File: config.mk
export PLATFORM = sky130hd
export DESIGN_NAME = load_store_unit
export DESIGN_NICKNAME = d
export VERILOG_FILES = /design/src/rtl/cpu_pkg.sv /design/src/rtl/lsu_byte_lane.sv /design/src/rtl/load_store_unit.sv
export SDC_FILE = /design/constraint.sdc
export NUM_CORES = 1
export LEC_CHECK = 0
export CAP_MARGIN = 30
export CORE_MARGIN = 2
export CORE_UTILIZATION = 51
export CTS_CLUSTER_SIZE = 28
export DETAILED_ROUTE_END_ITERATION = 7
export PLACE_DENSITY = 0.84
export SLEW_MARGIN = 20
export SYNTH_ARGS = -nofsm -noshare
export SYNTH_HDL_FRONTEND = slang
export SYNTH_SLANG_ARGS = --single-unit
File: constraint.sdc
create_clock -name Clock -period 4.2 [get_ports Clock]
set_input_delay 0.42 -clock Clock [delete_from_list [all_inputs] [get_ports Clock]]
set_output_delay 0.42 -clock Clock [all_outputs]
set_load 0.03 [all_outputs]
File: src/rtl/cpu_pkg.sv
// Shared CPU-side types and helpers: word geometry, load/store unit states and
// big-endian lane extraction.
package cpu_pkg;

  localparam int WORD_W         = 24;
  localparam int BYTE_W         = 8;
  localparam int BYTES_PER_WORD = 3;

  typedef enum logic [1:0] {
    IDLE   = 2'd0,
    ACCESS = 2'd1,
    RESP   = 2'd2,
    ERR    = 2'd3
  } lsu_state_t;

  // Lane 0 is the most significant byte of the word.
  function automatic logic [BYTE_W-1:0] be_byte(input logic [WORD_W-1:0] word,
                                                input logic [1:0]        idx);
    case (idx)
      2'd0:    be_byte = word[23:16];
      2'd1:    be_byte = word[15:8];
      2'd2:    be_byte = word[7:0];
      default: be_byte = 8'h00;
    endcase
  endfunction

endpackage

File: src/rtl/lsu_byte_lane.sv
// Byte lane steering for the load/store unit: picks the outgoing store byte and
// merges an incoming load byte into the partially assembled word.
module lsu_byte_lane
  import cpu_pkg::*;
(
  input  logic [WORD_W-1:0] store_word,
  input  logic [1:0]        store_idx,
  output logic [BYTE_W-1:0] store_byte,
  input  logic [WORD_W-1:0] load_word,
  input  logic [1:0]        load_idx,
  input  logic [BYTE_W-1:0] load_byte,
  output logic [WORD_W-1:0] load_merged
);

  // Store lane select and big-endian load lane insert.
  always_comb begin
    store_byte  = be_byte(store_word, store_idx);
    load_merged = load_word;
    case (load_idx)
      2'd0:    load_merged[23:16] = load_byte;
      2'd1:    load_merged[15:8]  = load_byte;
      2'd2:    load_merged[7:0]   = load_byte;
      default: load_merged        = load_word;
    endcase
  end

endmodule

File: src/rtl/load_store_unit.sv
// Load/store unit: serialises one 24-bit request into three big-endian byte
// transactions on the byte-wide data memory port and returns word plus status.
module load_store_unit
  import cpu_pkg::*;
#(
  parameter int MEM_DEPTH = 128,
  parameter int ADDR_W    = 24
) (
  input  logic              Clock,
  input  logic              Reset,
  input  logic              ReqValid,
  output logic              ReqReady,
  input  logic              ReqWrite,
  input  logic [ADDR_W-1:0] ReqAddress,
  input  logic [WORD_W-1:0] ReqWriteData,
  output logic              RespValid,
  output logic              RespError,
  output logic [WORD_W-1:0] RespReadData,
  output logic [ADDR_W-1:0] MemAddress,
  output logic [BYTE_W-1:0] MemWriteData,
  output logic              MemWrite,
  output logic              MemRead,
  input  logic              MemReady,
  input  logic [BYTE_W-1:0] MemReadData
);

  localparam logic [ADDR_W-1:0] LAST_ADDR = ADDR_W'(MEM_DEPTH - BYTES_PER_WORD);

  lsu_state_t        state_r, state_s;
  logic [1:0]        byte_r, byte_s;
  logic [ADDR_W-1:0] addr_r, addr_s;
  logic [WORD_W-1:0] wdata_r, wdata_s;
  logic              write_r, write_s;
  logic [WORD_W-1:0] result_r, result_s;

  logic              req_ready_r, req_ready_s;
  logic              resp_valid_r, resp_valid_s;
  logic              resp_error_r, resp_error_s;
  logic [WORD_W-1:0] resp_rdata_r, resp_rdata_s;
  logic [ADDR_W-1:0] mem_addr_r, mem_addr_s;
  logic [BYTE_W-1:0] mem_wdata_r, mem_wdata_s;
  logic              mem_write_r, mem_write_s;
  logic              mem_read_r, mem_read_s;

  logic [WORD_W-1:0] lane_word_s;
  logic [1:0]        lane_idx_s;
  logic [BYTE_W-1:0] lane_byte_s;
  logic [WORD_W-1:0] merged_s;

  // The first byte comes straight from the request; later bytes from the captured word.
  always_comb begin
    if (state_r == IDLE) begin
      lane_word_s = ReqWriteData;
      lane_idx_s  = 2'd0;
    end else begin
      lane_word_s = wdata_r;
      lane_idx_s  = byte_r + 2'd1;
    end
  end

  lsu_byte_lane u_lane (
    .store_word  (lane_word_s),
    .store_idx   (lane_idx_s),
    .store_byte  (lane_byte_s),
    .load_word   (result_r),
    .load_idx    (byte_r),
    .load_byte   (MemReadData),
    .load_merged (merged_s)
  );

  // Next-state and next-output logic; every output is registered.
  always_comb begin
    state_s      = state_r;
    byte_s       = byte_r;
    addr_s       = addr_r;
    wdata_s      = wdata_r;
    write_s      = write_r;
    result_s     = result_r;
    req_ready_s  = 1'b0;
    resp_valid_s = 1'b0;
    resp_error_s = 1'b0;
    resp_rdata_s = {WORD_W{1'b0}};
    mem_addr_s   = {ADDR_W{1'b0}};
    mem_wdata_s  = {BYTE_W{1'b0}};
    mem_write_s  = 1'b0;
    mem_read_s   = 1'b0;
    case (state_r)
      IDLE: begin
        if (ReqValid && req_ready_r) begin
          addr_s   = ReqAddress;
          write_s  = ReqWrite;
          wdata_s  = ReqWriteData;
          result_s = {WORD_W{1'b0}};
          byte_s   = 2'd0;
          if (ReqAddress > LAST_ADDR) begin
            state_s      = ERR;
            resp_valid_s = 1'b1;
            resp_error_s = 1'b1;
          end else begin
            state_s     = ACCESS;
            mem_addr_s  = ReqAddress;
            mem_write_s = ReqWrite;
            mem_read_s  = !ReqWrite;
            mem_wdata_s = ReqWrite ? lane_byte_s : 8'h00;
          end
        end else begin
          req_ready_s = 1'b1;
        end
      end
      ACCESS: begin
        if (MemReady) begin
          if (!write_r) begin
            result_s = merged_s;
          end else begin
            result_s = result_r;
          end
          if (byte_r == 2'd2) begin
            state_s      = RESP;
            resp_valid_s = 1'b1;
            resp_rdata_s = write_r ? {WORD_W{1'b0}} : merged_s;
          end else begin
            byte_s      = byte_r + 2'd1;
            mem_addr_s  = addr_r + {{(ADDR_W-2){1'b0}}, byte_s};
            mem_write_s = write_r;
            mem_read_s  = !write_r;
            mem_wdata_s = write_r ? lane_byte_s : 8'h00;
          end
        end else begin
          mem_addr_s  = mem_addr_r;
          mem_wdata_s = mem_wdata_r;
          mem_write_s = mem_write_r;
          mem_read_s  = mem_read_r;
        end
      end
      RESP: begin
        state_s     = IDLE;
        req_ready_s = 1'b1;
      end
      ERR: begin
        state_s     = IDLE;
        req_ready_s = 1'b1;
      end
      default: begin
        state_s     = IDLE;
        req_ready_s = 1'b1;
      end
    endcase
  end

  // State, datapath and output registers; reset drops every strobe immediately.
  always_ff @(posedge Clock or posedge Reset) begin
    if (Reset) begin
      state_r      <= IDLE;
      byte_r       <= 2'd0;
      addr_r       <= {ADDR_W{1'b0}};
      wdata_r      <= {WORD_W{1'b0}};
      write_r      <= 1'b0;
      result_r     <= {WORD_W{1'b0}};
      req_ready_r  <= 1'b1;
      resp_valid_r <= 1'b0;
      resp_error_r <= 1'b0;
      resp_rdata_r <= {WORD_W{1'b0}};
      mem_addr_r   <= {ADDR_W{1'b0}};
      mem_wdata_r  <= {BYTE_W{1'b0}};
      mem_write_r  <= 1'b0;
      mem_read_r   <= 1'b0;
    end else begin
      state_r      <= state_s;
      byte_r       <= byte_s;
      addr_r       <= addr_s;
      wdata_r      <= wdata_s;
      write_r      <= write_s;
      result_r     <= result_s;
      req_ready_r  <= req_ready_s;
      resp_valid_r <= resp_valid_s;
      resp_error_r <= resp_error_s;
      resp_rdata_r <= resp_rdata_s;
      mem_addr_r   <= mem_addr_s;
      mem_wdata_r  <= mem_wdata_s;
      mem_write_r  <= mem_write_s;
      mem_read_r   <= mem_read_s;
    end
  end

  assign ReqReady     = req_ready_r;
  assign RespValid    = resp_valid_r;
  assign RespError    = resp_error_r;
  assign RespReadData = resp_rdata_r;
  assign MemAddress   = mem_addr_r;
  assign MemWriteData = mem_wdata_r;
  assign MemWrite     = mem_write_r;
  assign MemRead      = mem_read_r;

endmodule

==> results of run 1 <==
[synth_stat cells (all sizes together)]
master  instances
nand2b          2
dfstp           1
mux2i          16
fa              1
o221a           1
clkbuf         20
or4             2
and4bb          1
a21o            2
mux2            8
a31oi           1
o22ai           2
nand3b          1
a221oi          6
o221ai          1
or2             2
xor2           15
dfrtp         129
nor3            6
and4b           2
nand4           9
and3            4
xnor2           7
nand3          13
nor2           45
o21a            1
inv             7
nor2b           2
nor3b           3
buf             7
a22oi           4
nor4            3
and2           10
nand2         193
and4            1
a221o           2
a22o           23
ha              5
o21ai          20
a21oi           9
[power by group through the flow]
stage                     Combinational (W)  Sequential (W)  Clock, W
after floorplan                     0.00117         0.00210         0
after global placement              0.00180         0.00201         0
after detailed placement            0.00189         0.00203         0
after CTS                           0.00191         0.00201   0.00151
after global routing                0.00210         0.00207   0.00158
final                               0.00191         0.00203   0.00151
[how the worst min path moves through the flow]
stage	startpoint	end	slack (ps)	cells past startpoint
2_1_floorplan	wdata_r[11]$_DFFE_PP0P_	wdata_r[11]$_DFFE_PP0P_	440	2
3_3_place_gp	result_r[23]$_DFFE_PP0P_	result_r[23]$_DFFE_PP0P_	450	2
3_5_place_dp	wdata_r[17]$_DFFE_PP0P_	wdata_r[17]$_DFFE_PP0P_	460	2
4_1_cts	wdata_r[20]$_DFFE_PP0P_	wdata_r[20]$_DFFE_PP0P_	480	2
5_1_grt	wdata_r[1]$_DFFE_PP0P_	wdata_r[1]$_DFFE_PP0P_	500	2
6_report	wdata_r[23]$_DFFE_PP0P_	wdata_r[23]$_DFFE_PP0P_	480	2
[cell type report]
class / instances / share of cell area
Tap cell: 140 / 0.0227
Timing Repair Buffer: 126 / 0.166
Inverter: 7 / 0.00374
Sequential cell: 130 / 0.422
Clock inverter: 13 / 0.0208
Multi-Input combinational cell: 423 / 0.307
Clock buffer: 18 / 0.0570
[per-stage QoR]
step / std cells / setup WS (ps) / power, W / util
after floorplan: 587 / 312 / 0.00328 / -
after global placement: 824 / 1430 / 0.00381 / 0.646
after detailed placement: 826 / 1340 / 0.00392 / 0.650
after CTS: 857 / 1290 / 0.00544 / 0.704
after global routing: 857 / 1030 / 0.00576 / 0.704
final: 857 / 1240 / 0.00544 / 0.704
[flip-flops by register name (all words and copies together) (netlist names), 2 cells and up]
| signal | cells |
|---|---|
| state_r | 2 |
| RespReadData | 24 |
| result_r | 16 |
| byte_r | 2 |
| MemAddress | 24 |
| wdata_r | 24 |
| addr_r | 24 |
| MemWriteData | 8 |
[routing by layer]
metal / share of wire / vias to the layer above / wire length (um)
met5: 0 / - / 0
met4: 0.031 / 0 / 446
met1: 0.42 / 2307 / 6160
met3: 0.068 / 36 / 989
met2: 0.48 / 214 / 6970
li1: - / 2199 / -
[tightest hold or removal path: stages, from the launching register on]
cell and delay (ps):
dfrtp_1 340, nand2_1 50, nand2_1 50
[cell families (layout without fill, tap and decap cells)]
group           Yosys count  after routing  share of synthesized area
fa+ha+maj                 6              6                     0.0144
flops                   130            130                      0.566
buf+inv                  34            164                     0.0246
compound gates           72             72                     0.0900
mux                      24             24                     0.0435
simple gates            299            299                      0.228
xor+xnor                 22             22                     0.0335
==> flow_summary.toml, run 1 <==
[setup_path]
cp_slowest_stage_delay_ps = 690
crit_path_frequent_cell = "inv_1"
worstPathArrival_ps = 3260
crit_start = "byte_r[0]$_DFFE_PP0P_"
reg2reg_slack_ps = 1240
reg2reg_from = "byte_r[0]$_DFFE_PP0P_"
cp_num_cells = 8
end_kind = "register"
cp_slowest_cell = "ha_1"
crit_family = "adder cells"
start_kind = "register"
cp_cell_sequence = "inv_1, ha_1, fa_1, inv_1, nor2_1, nand3_1, xor2_1, o21ai_0"
crit_buf_inv = 2
timing.rr.end = "MemAddress[20]$_DFFE_PP0N_"
path_max_fanout = 15
worstSetupPathType = "reg2reg"
reg2regPathDepth = 8
crit_path_end = "MemAddress[20]$_DFFE_PP0N_"
crit_required_ps = 4510

[timing]
final-setup-viol-count = 0
rsz0062_at_grt = "no"
slew_viol_final = 0
fin_crit_sh = 0.704
tns_ps = 0
timing.fmax_ghz = 0.338
period_minus_slack_ps = 2960
holdWs_ps = 477
hold_violations = 0
slew_headroom = 0.432
tightest_slew_ps = 845
finClkSkew_ps = 8.97

[logic_synthesis]
synth_fp_nets = 654
syn-cell-area_sq_mm = 0.00575
yosysUniqueCellTypes = 47
synthTopCellsByArea = "dfrtp_1 (56%), nand2_1 (13%), a22o_1 (3.5%), nor2_1 (2.9%), mux2i_1 (2.8%)"
syn_area_per_cell_sq_um = 9.80
seq_area_frac_synth = 0.566
synth_seq_cells = 130
yosysWarnings = 0
synth_top_area_cell = "dfrtp_1"
synth_top_area_frac = 0.561
synth_cells = 587

[floorplan]
num_rows = 38
io_pins = 122
start_util = 0.526
die_w_um = 110
coreArea_sq_mm = 0.0109
die_h_um = 110
die-area_sq_mm = 0.0121

[placed_design]
dp_hpwl_mm = 9.87
dpl_cell_area_sq_mm = 0.00710
place_congestion = 0.864
port_buffers = 121

[layout]
diodes = 0
seq_area_sq_mm = 0.00325
drive_gt1_frac = 0.0795
final_common_cell = "nand2_1"
fin_area_sq_mm = 0.00770
multi_input_area_sq_mm = 0.00236
fillers = 771
final_nets = 772
final_cell_mix = "nand2_1 (193), dfrtp_1 (129), clkdlybuf4s50_1 (121)"
syn2layout_area_growth_pct = 33.9

[clocking]
cts_tree = "built"
cts_max_path_buffers = 2
cts_root_buffer = "clkbuf_16"
htreeDepth = 4
worstSkewPairLatency_ps = 420
cts.clk_slew.worst_paths_ps = 60
ctsHoldBuffers = 0
post_cts_buffers = 0
cts_buffers = 17
cts_resized = 0
cts.sinks = 130

[global_routing]
grt_max_degree = 67
overflow = 0
grt_pass1_vias = 4911
use_met1 = 0.337
track_usage = 0.260
grt_pass1_wl_mm = 23.8
top_usage_layer = "met2"
gr-usage-met3 = 0.0535
use_met2 = 0.418
antenna_found_initial = 0

[drt]
drt_iter0_drc = 289
ant_nets = 0
vias = 4756
wire_per_inst_um = 17.0
drc_errors = 0
firstDrtPassIters = 5
wl_mm = 14.6
avgViaCountPerCell = 5.55

[pwr]
p_sw_w = 0.00202
clkPwrFrac = 0.277
p_seq_frac = 0.372
leakagePower_nw = 3.58
peakVddDrop_v = 0.000384
powerDensity_mw_per_mm2 = 706
intPower_w = 0.00342
combPwrFrac = 0.351
switching_share = 0.371

[status]
status = "finished clean"

[run]
drv_cap = 0

[min_path]
worstHoldPathType = "reg2reg"
No activity file was read; power rests on OpenSTA's default activity.
==> run 2: changes to the inputs <==
Clock period 4.2 ns to 2.8 ns, I/O delays scaled along.
==> run 2 against run 1 <==
First-iteration DRC count up 17%. Die area unchanged. Combinational power rose by 54%. Clock skew is 2.1 ps lower. Non-clock buffer count up 8. Critical endpoint is now MemAddress[11]$_DFFE_PP0N_.
==> flow_summary.toml, run 2 (synthesized netlist as in run 1, its figures left out) <==
[clocking]
cts.clk_slew.worst_paths_ps = 60
cts_root_buffer = "clkbuf_16"
cts_max_path_buffers = 2
worstSkewPairLatency_ps = 420
ctsHoldBuffers = 0
cts_resized = 0
htreeDepth = 4
cts.sinks = 130
post_cts_buffers = 0
cts_buffers = 17
cts_tree = "built"

[global_routing]
grt_max_degree = 53
track_usage = 0.258
antenna_found_initial = 0
grt_pass1_vias = 4841
grt_pass1_wl_mm = 23.6
overflow = 0

[floorplan]
die_w_um = 110
io_pins = 122
die_h_um = 110
die-area_sq_mm = 0.0121
num_rows = 38
start_util = 0.526
coreArea_sq_mm = 0.0109

[pwr]
peakVddDrop_v = 0.000580
leakagePower_nw = 3.63
powerDensity_mw_per_mm2 = 1060

[layout]
final_common_cell = "nand2_1"
final_cell_mix = "nand2_1 (193), dfrtp_1 (129), clkdlybuf4s50_1 (121)"
multi_input_area_sq_mm = 0.00236
diodes = 0
syn2layout_area_growth_pct = 35.6
final_nets = 780
fillers = 781
utilization = 0.714
fin_area_sq_mm = 0.00780
seq_area_sq_mm = 0.00325
drive_gt1_frac = 0.0909

[setup_path]
cp_num_cells = 8
crit_path_frequent_cell = "ha_1"
path_max_fanout = 4
reg2reg_slack_ps = 500
start_kind = "register"
crit_buf_inv = 1
reg2regPathDepth = 8
cp_slowest_cell = "nor3_1"
worstSetupPathType = "reg2reg"
crit_family = "simple AND/OR/NAND/NOR gates"
worstPathArrival_ps = 2570
cp_slowest_stage_delay_ps = 460
crit_path_end = "MemAddress[11]$_DFFE_PP0N_"
end_kind = "register"
reg2reg_from = "byte_r[0]$_DFFE_PP0P_"
timing.rr.end = "MemAddress[11]$_DFFE_PP0N_"
crit_start = "byte_r[0]$_DFFE_PP0P_"
cp_cell_sequence = "inv_1, ha_1, ha_1, a21oi_1, nor3_1, and4_1, xnor2_1, o21ai_0"
crit_required_ps = 3070

[min_path]
worstHoldPathType = "in2async"

[timing]
finClkSkew_ps = 6.88
timing.fmax_ghz = 0.435
final-setup-viol-count = 0
hold_violations = 0
slew_headroom = 0.457
slew_viol_final = 0
fin_crit_sh = 0.821
rsz0062_at_grt = "no"
finalWorstSetupSlack_ps = 501
period_minus_slack_ps = 2300
tns_ps = 0
tightest_slew_ps = 808

[placed_design]
dpl_cell_area_sq_mm = 0.00717
dp_worst_setup_slack_ps = 498
port_buffers = 121
dp_hpwl_mm = 9.94
place_congestion = 0.950

[drt]
vias = 4798
drc_errors = 0
avgViaCountPerCell = 5.54
wl_mm = 14.3
wire_per_inst_um = 16.5
firstDrtPassIters = 6
drt_iter0_drc = 337
ant_nets = 0

[run]
drv_cap = 0

[status]
status = "finished clean"
[run 2: changes by cell type in the layout (fill, tap and decap cells not counted)]
cell | previous run | this run
buf_8 | 1 | 0
inv_6 | 2 | 3
buf_12 | 2 | 3
clkbuf_8 | 1 | 0
clkinv_2 | 4 | 2
clkinv_4 | 2 | 4
clkinvlp_4 | 2 | 3
buf_4 | 2 | 10
bufinv_16 | 3 | 4
inv_4 | 1 | 0
[run 2: report_power, final]
| part | internal (W) | leakage [nW] | switching, W |
|---|---|---|---|
| clock network | 0.00150 | 0.304 | 0.000857 |
| registers | 0.00250 | 1.72 | 0.000501 |
| logic | 0.00125 | 1.61 | 0.00169 |
| total | 0.00525 | 3.63 | 0.00305 |
[run 2: per-layer routing]
| metal | global-route usage | vias to the layer above | part of all wire |
|---|---|---|---|
| li1 | - | 2224 | - |
| met1 | 0.332 | 2338 | 0.41 |
| met2 | 0.409 | 201 | 0.49 |
| met3 | 0.0694 | 35 | 0.076 |
| met4 | 0.121 | 0 | 0.024 |
| met5 | 0 | - | 0 |
[run 2: worst min-delay path by stage]
| stage | end | startpoint |
|---|---|---|
| 4_1_cts | MemAddress[5]$_DFFE_PP0N_ | Reset |
| 3_3_place_gp | result_r[23]$_DFFE_PP0P_ | result_r[23]$_DFFE_PP0P_ |
| 2_1_floorplan | addr_r[0]$_DFFE_PP0P_ | ReqAddress[0] |
| 5_1_grt | state_r[1]$_DFFE_PP0P_ | Reset |
| 3_5_place_dp | result_r[23]$_DFFE_PP0P_ | result_r[23]$_DFFE_PP0P_ |
| 6_report | MemAddress[3]$_DFFE_PP0N_ | Reset |
[run 2: final cells by class]
class	instances	area share
clock buffers	17	0.0545
clock inverters	15	0.0265
inverters	7	0.00385
multi-input cells	423	0.303
flip-flops and latches	130	0.417
well taps	140	0.0225
repair buffers	134	0.173
[run 2: per-stage QoR]
| stage | cells | hold WS [ps] | total power (W) |
|---|---|---|---|
| 2_1_floorplan | 587 | 385 | 0.00491 |
| 3_3_place_gp | 834 | 453 | 0.00578 |
| 3_5_place_dp | 834 | 457 | 0.00592 |
| 4_1_cts | 866 | 326 | 0.00832 |
| 5_1_grt | 866 | 374 | 0.00880 |
| 6_report | 866 | 313 | 0.00830 |
